`src/rtl/cla_pkg.sv`:
```
// Shared definitions for the CLA stimulus generator: FSM encoding,
// LFSR geometry and taps, and the operand-pairing mode encodings.
package cla_pkg;

    typedef enum logic [2:0] {
        ST_IDLE  = 3'd0,
        ST_LOAD  = 3'd1,
        ST_RUN   = 3'd2,
        ST_DRAIN = 3'd3,
        ST_DONE  = 3'd4
    } state_e;

    // Fibonacci LFSR, polynomial x^128 + x^126 + x^101 + x^99 + 1.
    // Tap bit indices are (exponent - 1) on a left-shifting register.
    localparam int LFSR_W     = 128;
    localparam int LFSR_TAP_A = 127;
    localparam int LFSR_TAP_B = 125;
    localparam int LFSR_TAP_C = 100;
    localparam int LFSR_TAP_D = 98;

    // Operand pairing: complement gives an all-ones sum, swap exercises
    // long carry chains across the half boundary.
    localparam logic MODE_CPL  = 1'b0;
    localparam logic MODE_SWAP = 1'b1;

    // One LFSR step: shift left, feedback enters bit 0.
    function automatic logic [LFSR_W-1:0] lfsr_step(input logic [LFSR_W-1:0] s);
        return {s[LFSR_W-2:0], s[LFSR_TAP_A] ^ s[LFSR_TAP_B] ^ s[LFSR_TAP_C] ^ s[LFSR_TAP_D]};
    endfunction

endpackage

```
`src/rtl/cla_delay_line.sv`:
```
// Valid+data shift register of fixed depth. The valid bits are cleared by a
// synchronous flush; data bits carry no reset and are qualified by valid.
module cla_delay_line #(
    parameter int WIDTH = 128,
    parameter int DEPTH = 4
) (
    input  logic             clk,
    input  logic             flush,
    input  logic             in_vld,
    input  logic [WIDTH-1:0] in_dat,
    output logic             out_vld,
    output logic [WIDTH-1:0] out_dat,
    output logic             pending
);

    logic [DEPTH-1:0] vld_q, vld_d;
    logic [WIDTH-1:0] dat_q [DEPTH];
    logic [WIDTH-1:0] dat_d [DEPTH];

    // Next stage contents: everything moves one slot toward the output.
    always_comb begin
        vld_d[0] = in_vld;
        dat_d[0] = in_dat;
        for (int i = 1; i < DEPTH; i++) begin
            vld_d[i] = vld_q[i-1];
            dat_d[i] = dat_q[i-1];
        end
        if (flush) begin
            vld_d = '0;
        end
    end

    // Stage registers; flush already folded into vld_d.
    always_ff @(posedge clk) begin
        vld_q <= vld_d;
        dat_q <= dat_d;
    end

    assign out_vld = vld_q[DEPTH-1];
    assign out_dat = dat_q[DEPTH-1];

    // Something still upstream of the output stage, i.e. the line will not
    // be empty after the next edge.
    generate
        if (DEPTH > 1) begin : g_pend
            assign pending = |vld_q[DEPTH-2:0];
        end else begin : g_nopend
            assign pending = 1'b0;
        end
    endgenerate

endmodule

```
`src/rtl/cla_stimulus_gen.sv`:
```
// Burst stimulus generator for a pipelined carry-lookahead adder. Emits LFSR
// operand pairs with valid/ready handshake and the expected sum delayed by
// the adder latency so it lines up with the adder output.
module cla_stimulus_gen
    import cla_pkg::*;
#(
    parameter int         W    = 128,
    parameter int         LAT  = 4,
    parameter logic [W-1:0] SEED = 128'h1
) (
    input  logic         clk,
    input  logic         rst,
    input  logic         start,
    input  logic [15:0]  count,
    input  logic         mode,
    output logic [W-1:0] op1,
    output logic [W-1:0] op2,
    output logic         valid_op,
    input  logic         ready,
    output logic [W-1:0] exp_sum,
    output logic         exp_valid,
    output logic         busy,
    output logic         done,
    output logic [15:0]  sent
);

    state_e              state_q, state_d;
    logic [LFSR_W-1:0]   lfsr_q, lfsr_d;
    logic [15:0]         sent_q, sent_d;
    logic [15:0]         count_q, count_d;
    logic                mode_q, mode_d;

    logic [W-1:0]        op1_raw, op2_raw, sum_raw;
    logic                run_vld, xfer, last_xfer;
    logic                dl_vld, dl_pending;
    logic [W-1:0]        dl_dat;

    assign run_vld   = (state_q == ST_RUN);
    assign xfer      = run_vld & ready;
    // Widened compare so count = 16'hFFFF cannot wrap.
    assign last_xfer = xfer && (({1'b0, sent_q} + 17'd1) == {1'b0, count_q});

    assign op1_raw = W'(lfsr_q);
    assign sum_raw = op1_raw + op2_raw;

    // Operand pairing selected by the latched mode.
    always_comb begin
        op2_raw = ~op1_raw;
        case (mode_q)
            MODE_CPL:  op2_raw = ~op1_raw;
            MODE_SWAP: op2_raw = {op1_raw[W/2-1:0], op1_raw[W-1:W/2]};
        endcase
    end

    // State and datapath registers; reset overrides start and transfers.
    always_ff @(posedge clk) begin
        if (rst) begin
            state_q <= ST_IDLE;
            lfsr_q  <= LFSR_W'(SEED);
            sent_q  <= '0;
            count_q <= '0;
            mode_q  <= MODE_CPL;
        end else begin
            state_q <= state_d;
            lfsr_q  <= lfsr_d;
            sent_q  <= sent_d;
            count_q <= count_d;
            mode_q  <= mode_d;
        end
    end

    // Burst sequencing.
    always_comb begin
        state_d = state_q;
        case (state_q)
            ST_IDLE:  if (start) state_d = ST_LOAD;
            ST_LOAD:  state_d = (count_q == 16'd0) ? ST_DONE : ST_RUN;
            ST_RUN:   if (last_xfer) state_d = ST_DRAIN;
            ST_DRAIN: if (!dl_pending) state_d = ST_DONE;
            ST_DONE:  state_d = ST_IDLE;
            default:  state_d = ST_IDLE;
        endcase
    end

    // Burst parameters, LFSR and transfer counter updates.
    always_comb begin
        lfsr_d  = lfsr_q;
        sent_d  = sent_q;
        count_d = count_q;
        mode_d  = mode_q;
        if (state_q == ST_IDLE && start) begin
            count_d = count;
            mode_d  = mode;
        end
        if (state_q == ST_LOAD) begin
            lfsr_d = LFSR_W'(SEED);
            sent_d = '0;
        end
        if (xfer) begin
            lfsr_d = lfsr_step(lfsr_q);
            sent_d = sent_q + 16'd1;
        end
    end

    // Outputs; operand and sum buses read zero when not qualified.
    always_comb begin
        valid_op  = run_vld;
        op1       = run_vld ? op1_raw : '0;
        op2       = run_vld ? op2_raw : '0;
        exp_valid = dl_vld;
        exp_sum   = dl_vld ? dl_dat : '0;
        busy      = (state_q != ST_IDLE);
        done      = (state_q == ST_DONE);
        sent      = sent_q;
    end

    cla_delay_line #(
        .WIDTH (W),
        .DEPTH (LAT)
    ) u_exp_line (
        .clk     (clk),
        .flush   (rst),
        .in_vld  (xfer),
        .in_dat  (sum_raw),
        .out_vld (dl_vld),
        .out_dat (dl_dat),
        .pending (dl_pending)
    );

endmodule
```
`config.mk`:
```
export PLATFORM = sky130hd
export DESIGN_NAME = cla_stimulus_gen
export DESIGN_NICKNAME = d
export VERILOG_FILES = /design/src/rtl/cla_pkg.sv /design/src/rtl/cla_delay_line.sv /design/src/rtl/cla_stimulus_gen.sv
export SDC_FILE = /design/constraint.sdc
export NUM_CORES = 1
export LEC_CHECK = 0
export CORE_MARGIN = 2
export CORE_UTILIZATION = 25
export DETAILED_ROUTE_END_ITERATION = 7
export REMOVE_ABC_BUFFERS = 1
export SYNTH_ARGS = -nofsm -noshare
export SYNTH_HDL_FRONTEND = slang
export SYNTH_SLANG_ARGS = --single-unit
```
`constraint.sdc`:
```
create_clock -name clk -period 4.5 [get_ports clk]
set_input_delay 0.675 -clock clk [delete_from_list [all_inputs] [get_ports clk]]
set_output_delay 0.675 -clock clk [all_outputs]
set_load 0.01 [all_outputs]
```
==> Yosys cells after proc, flatten, opt, wreduce, memory -nomap -nowiden <==
Cells that the tools add are included.
{ "totals": {"regBits": 680, "input_bits": 21, "output_inout_bits": 404} }
{ "classes": {"add_sub_neg": 3, "eq_ne": 8, "mux": 13, "n_bitwise": 6, "reduce_logical": 8} }
{ "ops": {"columns": ["cell", "n"], "rows": [
  ["2-to-1 mux 128 bit", 5],
  ["case mux 128 bit (2 select lines)", 1],
  ["adder 128 bit", 1],
  ["NOT 128 bit", 1],
  ["2-to-1 mux 16 bit", 2],
  ["adder 16 x 1 -> 17 bit, second input constant", 1],
  ["equality test 17 x 16 -> 1 bit", 1],
  ["adder 16 x 1 -> 16 bit, second input constant", 1],
  ["logical NOT 16 bit", 1],
  ["2-to-1 mux 3 bit", 4],
  ["case mux 3 bit (4 select lines)", 1],
  ["equality test 3 x 2 -> 1 bit, second input constant", 2],
  ["inequality test 2 bit, second input constant", 2],
  ["equality test 3 x 1 -> 1 bit, second input constant", 1],
  ["equality test 3 bit, second input constant", 1],
  ["logical NOT 3 bit", 1],
  ["AND reduction 3 bit", 1],
  ["nonzero test 3 bit", 1],
  ["OR reduction 3 bit", 1],
  ["XOR 1 bit", 3],
  ["logical AND 1 bit", 2],
  ["inequality test 2 x 1 -> 1 bit, second input constant", 1],
  ["nonzero test 2 bit", 1],
  ["bitwise AND 1 bit", 1],
  ["NOT 1 bit", 1]
]} }

==> Longest topological paths before layout <==
{ "logic_depth": {"ltp_word": 5, "ltp_mapped": 19} }

==> By module <==
From an unflattened synthesis, not the netlist that was laid out.
{ "hier_totals": {"hier_cells": 3322, "hier_area_um2": 29079.1} }
{ "modules_own_cells": {"columns": ["mod", "n_inst", "cells_per_inst", "area_per_inst_um2"], "rows": [
  ["cla_stimulus_gen", 1, 2801, 18718.0],
  ["cla_delay_line", 1, 521, 10361.2]
]} }

==> Worst setup path after synthesis <==
No wires, ideal clock.
{ "synth_timing": {"kind": "register -> register", "start": "reg mode_q", "end": "reg u_exp_line.dat_q (netlist bit u_exp_line.dat_d[376])", "setup_time_ns": 0.127, "t_arrival_ns": 3.993, "t_required_ns": 4.373, "setup_slack_ns": 0.380, "stages_incl_launch_ff": 20, "synth_period_minus_slack_ns": 4.120, "path_cell_list": "dfxtp_1 > clkbuf_1 > clkbuf_1 > clkbuf_1 > nand2_1 > o21ai_0 > ha_1 > inv_1 > fa_1 > nor2b_1 > o2111ai_1 > and2_1 > o22ai_2 > a2bb2oi_4 > a31oi_4 > o41a_4 > o21a_4 > o21bai_4 > a21oi_2 > xnor2_1"} }
{ "synth_via": {"elab_chain_cells": 3} }
{ "synth_lines": {"columns": ["item", "line", "text"], "rows": [
  ["start, declared", "cla_stimulus_gen.sv:31", "logic mode_q, mode_d;"],
  ["start signal, assigned", "cla_stimulus_gen.sv:68", "mode_q <= mode_d;"],
  ["NOT 1 bit", "cla_stimulus_gen.sv:49", "case (mode_q)"],
  ["case mux 128 bit (2 select lines) (*)", "cla_stimulus_gen.sv:49", null],
  ["adder 128 bit (*)", "cla_stimulus_gen.sv:44", "assign sum_raw = op1_raw + op2_raw;"],
  ["via sum_raw[120]", "cla_stimulus_gen.sv:33", "logic [W-1:0] op1_raw, op2_raw, sum_raw;"],
  ["end signal, assigned", "cla_delay_line.sv:36", "dat_q <= dat_d;"],
  ["end, declared", "cla_delay_line.sv:17", "logic [WIDTH-1:0] dat_q [DEPTH];"]
]} }
The timed path passes the listed nets; every way through them passes the cells marked *.
A chain may end at the register's enable or synchronous reset.

==> Final worst setup path <==
{ "layout_timing": {"start": "reg mode_q", "end": "reg u_exp_line.dat_q (netlist bit u_exp_line.dat_d[378])"} }
The elaborated chain is that of the path after synthesis.

==> flow_summary.yaml <==
clocking:
  tritoncts: "yes"
  ctsHtreeMaxLevel: 3
  clkLatencyLatePin_ps: 650
  clockBufferDepth: 3
  cts.sinks: 680
  numCtsBuffers: 76
  cts.clk_slew.worst_paths_ps: 60
  root_buffer: "clkbuf_16"
sta:
  drv_slew: 0
  max_freq_ghz: 0.234
  timing.slew.headroom_pct: 43.8
  finClkSkew_ps: 36.9
  tns_ps: 0
  finalHoldViolCount: 0
  rsz0062_at_grt: "false"
  post-route-period-util_pct: 95.0
  fin_crit_ps: 4280
  hold_ws_ps: 309
  worst_pin_slew_ps: 833
  setup_viol: 0
finish:
  drive_gt1_share_pct: 8.15
  multi_input_area_sq_mm: 0.0141
  final_core_util_pct: 33.1
  final_cell_mix: "678 x dfxtp_1, 424 x clkdlybuf4s50_1, 376 x nand2_1, 311 x o21ai_0, 265 x and2_1"
  fin_area_sq_mm: 0.0380
  final_common_cell: "dfxtp_1"
  finalNetCount: 3888
  fill_cells: 11859
  final-seq-area_sq_mm: 0.0136
  syn2layout_area_growth_pct: 31.2
  final_cells: 5294
pwr:
  max-vdd-ir-drop_mv: 0.286
  leakagePower_nw: 15.0
  power_density_mw_per_mm2: 429
floorplanning:
  coreArea_sq_mm: 0.115
  die_area_sq_mm: 0.119
  io_pins: 425
  num_rows: 124
  die_x_microns: 344
  die_h_microns: 344
  start_util_pct: 25.2
outcome:
  status: "completed"
route:
  drtPass1Iterations: 5
  vias_per_cell: 4.63
  post_drt_wl_per_cell_microns: 21.3
  ant_nets: 0
  wl_mm: 113
  vias: 24501
  drt_iter0_drc: 1637
  drc: 0
setup_path:
  crit_type: "flip-flop to flip-flop"
  end_kind: "flip-flop"
  start_kind: "flip-flop"
  rr_worst_depth: 16
  critPathMaxFanout: 26
  arrival_ps: 4810
  critical_path_required_ps: 5030
logic_synthesis:
  ys_top_cells_by_area: "dfxtp_1 47%, ha_1 6.3%, and2_1 5.7%"
  synthFlopType: "dfxtp_1"
  yosysWarnings: 0
  ys_ff_latch: 680
  synthDistinctLibCells: 99
  ys_seq_area_share_pct: 47.0
  syn_area_per_cell_sq_um: 8.84
  synth_edf_count: 0
  netlist.area_leader.share_pct: 47.0
  synth_top_area_cell: "dfxtp_1"
  netlist_area_sq_mm: 0.0289
  synthArstFlopShare_pct: 0
  synth_cells: 3274
place:
  gp_congestion: 0.933
  placed_area_sq_mm: 0.0354
  dp.cells: 5154
  dp_hpwl_mm: 90.4
  portBuffers: 424
global_routing:
  grt_pass1_wl_mm: 162
  grt_usage_pct: 18.5
  grt_antenna_before_repair: 3
  gr-total-overflow: 0
  grt_pass1_vias: 23890
  grt_max_degree: 133
flow_run:
  maxCapViolCount: 0
min_path:
  whs_path_depth: 0
  worstHoldPathType: "flip-flop to flip-flop"
## metrics by stage
stage	setup slack [ps]	total power [W]
floorplan	-3010	0.00860
global placement	-20.1	0.0101
detailed placement	73.9	0.0101
CTS	30.5	0.0165
global route	47.5	0.0170
finish	224	0.0163
## cell usage after synthesis (4+ instances only)
master,n
a221oi_1,7
or3_1,9
a31oi_1,18
nor4_1,17
o21bai_1,43
a21oi_1,229
o21ai_1,14
a211o_1,4
or2_2,12
nand4_1,66
o21ai_0,312
and2_1,265
inv_1,174
nand2_1,377
o31ai_1,8
xor2_1,48
nand2_2,4
clkbuf_1,126
xnor2_1,102
nand2b_1,12
buf_2,23
ha_1,145
dfxtp_1,680
a21o_1,44
o211ai_1,8
o21ai_2,7
o21a_1,21
nor2_1,252
nand3_1,17
a21boi_0,6
nor2b_1,13
a21oi_2,7
nor3_1,25
mux2i_1,64
o2111ai_1,4
and3_1,13
a211oi_1,5
## worst paths after layout
kind / start / end / slack (ps)
worst min register to register: u_exp_line.dat_d[235] / u_exp_line.dat_d[107] / 310
worst min-delay path: u_exp_line.dat_d[235] / u_exp_line.dat_d[107] / 310
worst max-delay path: mode_q / u_exp_line.dat_d[378] / 220
worst max register to register: mode_q / u_exp_line.dat_d[378] / 220
## worst max-delay path, stage by stage, from the launching register on
cell and delay (ps):
dfxtp_4 470, buf_12 220, buf_4 170, buf_4 120
o21ai_0 180, ha_1 440, nand2_1 150, o21ai_2 330
o21ai_0 230, nor4_1 340, o21ai_2 130, a21boi_2 190
o21ai_1 100, a211o_1 400, and2_4 220, o21ai_2 220
xnor2_1 200
## flip-flops by register name, indices dropped and copies added (netlist names)
register            flops
count_q                16
lfsr_q                128
mode_q                  1
sent                   16
state_q                 3
u_exp_line.dat_d      384
u_exp_line.out_dat    128
u_exp_line.vld_q        4
## per-layer routing
layer,vias up,wire length (microns),track usage [%]
met3,139,6740,3.76
met5,-,13,0
met4,2,2750,5.00
li1,11977,-,-
met1,11652,51000,24.9
met2,731,52000,30.1
## area by class of cell
cell class              count  share of cell area [%]
clock buffers              95                    5.55
repair buffers            525                    13.6
flip-flops and latches    680                    35.9
well taps                1512                    4.98
diodes                      4                  0.0264
multi-input cells        2264                    37.1
clock inverters            40                    1.15
inverters                 174                    1.72
## cells by family after synthesis
group	count (synthesis)	share of synthesized area [%]
AOI/OAI and AO/OA	795	16.7
DFF	680	47.0
and+or+nand+nor	1108	18.7
muxes	65	2.25
xor gates and xnor gates	150	4.54
buffers and inverters	330	4.42
adders and majority gates	146	6.34
## repair_timing
action,CTS,global route
hold buffers,0,0
setup buffers,0,1
resized for setup,0,9
endpoints found under the setup margin,0,18
## where the power goes
part / total, W / internal [W] / switching [W] / leakage, nW
Sequential: 0.00685 / 0.00665 / 0.000199 / 5.58
Combinational: 0.00313 / 0.00114 / 0.00199 / 8.17
Clock: 0.00633 / 0.00367 / 0.00266 / 1.24
(Power assumes the default switching activity.)
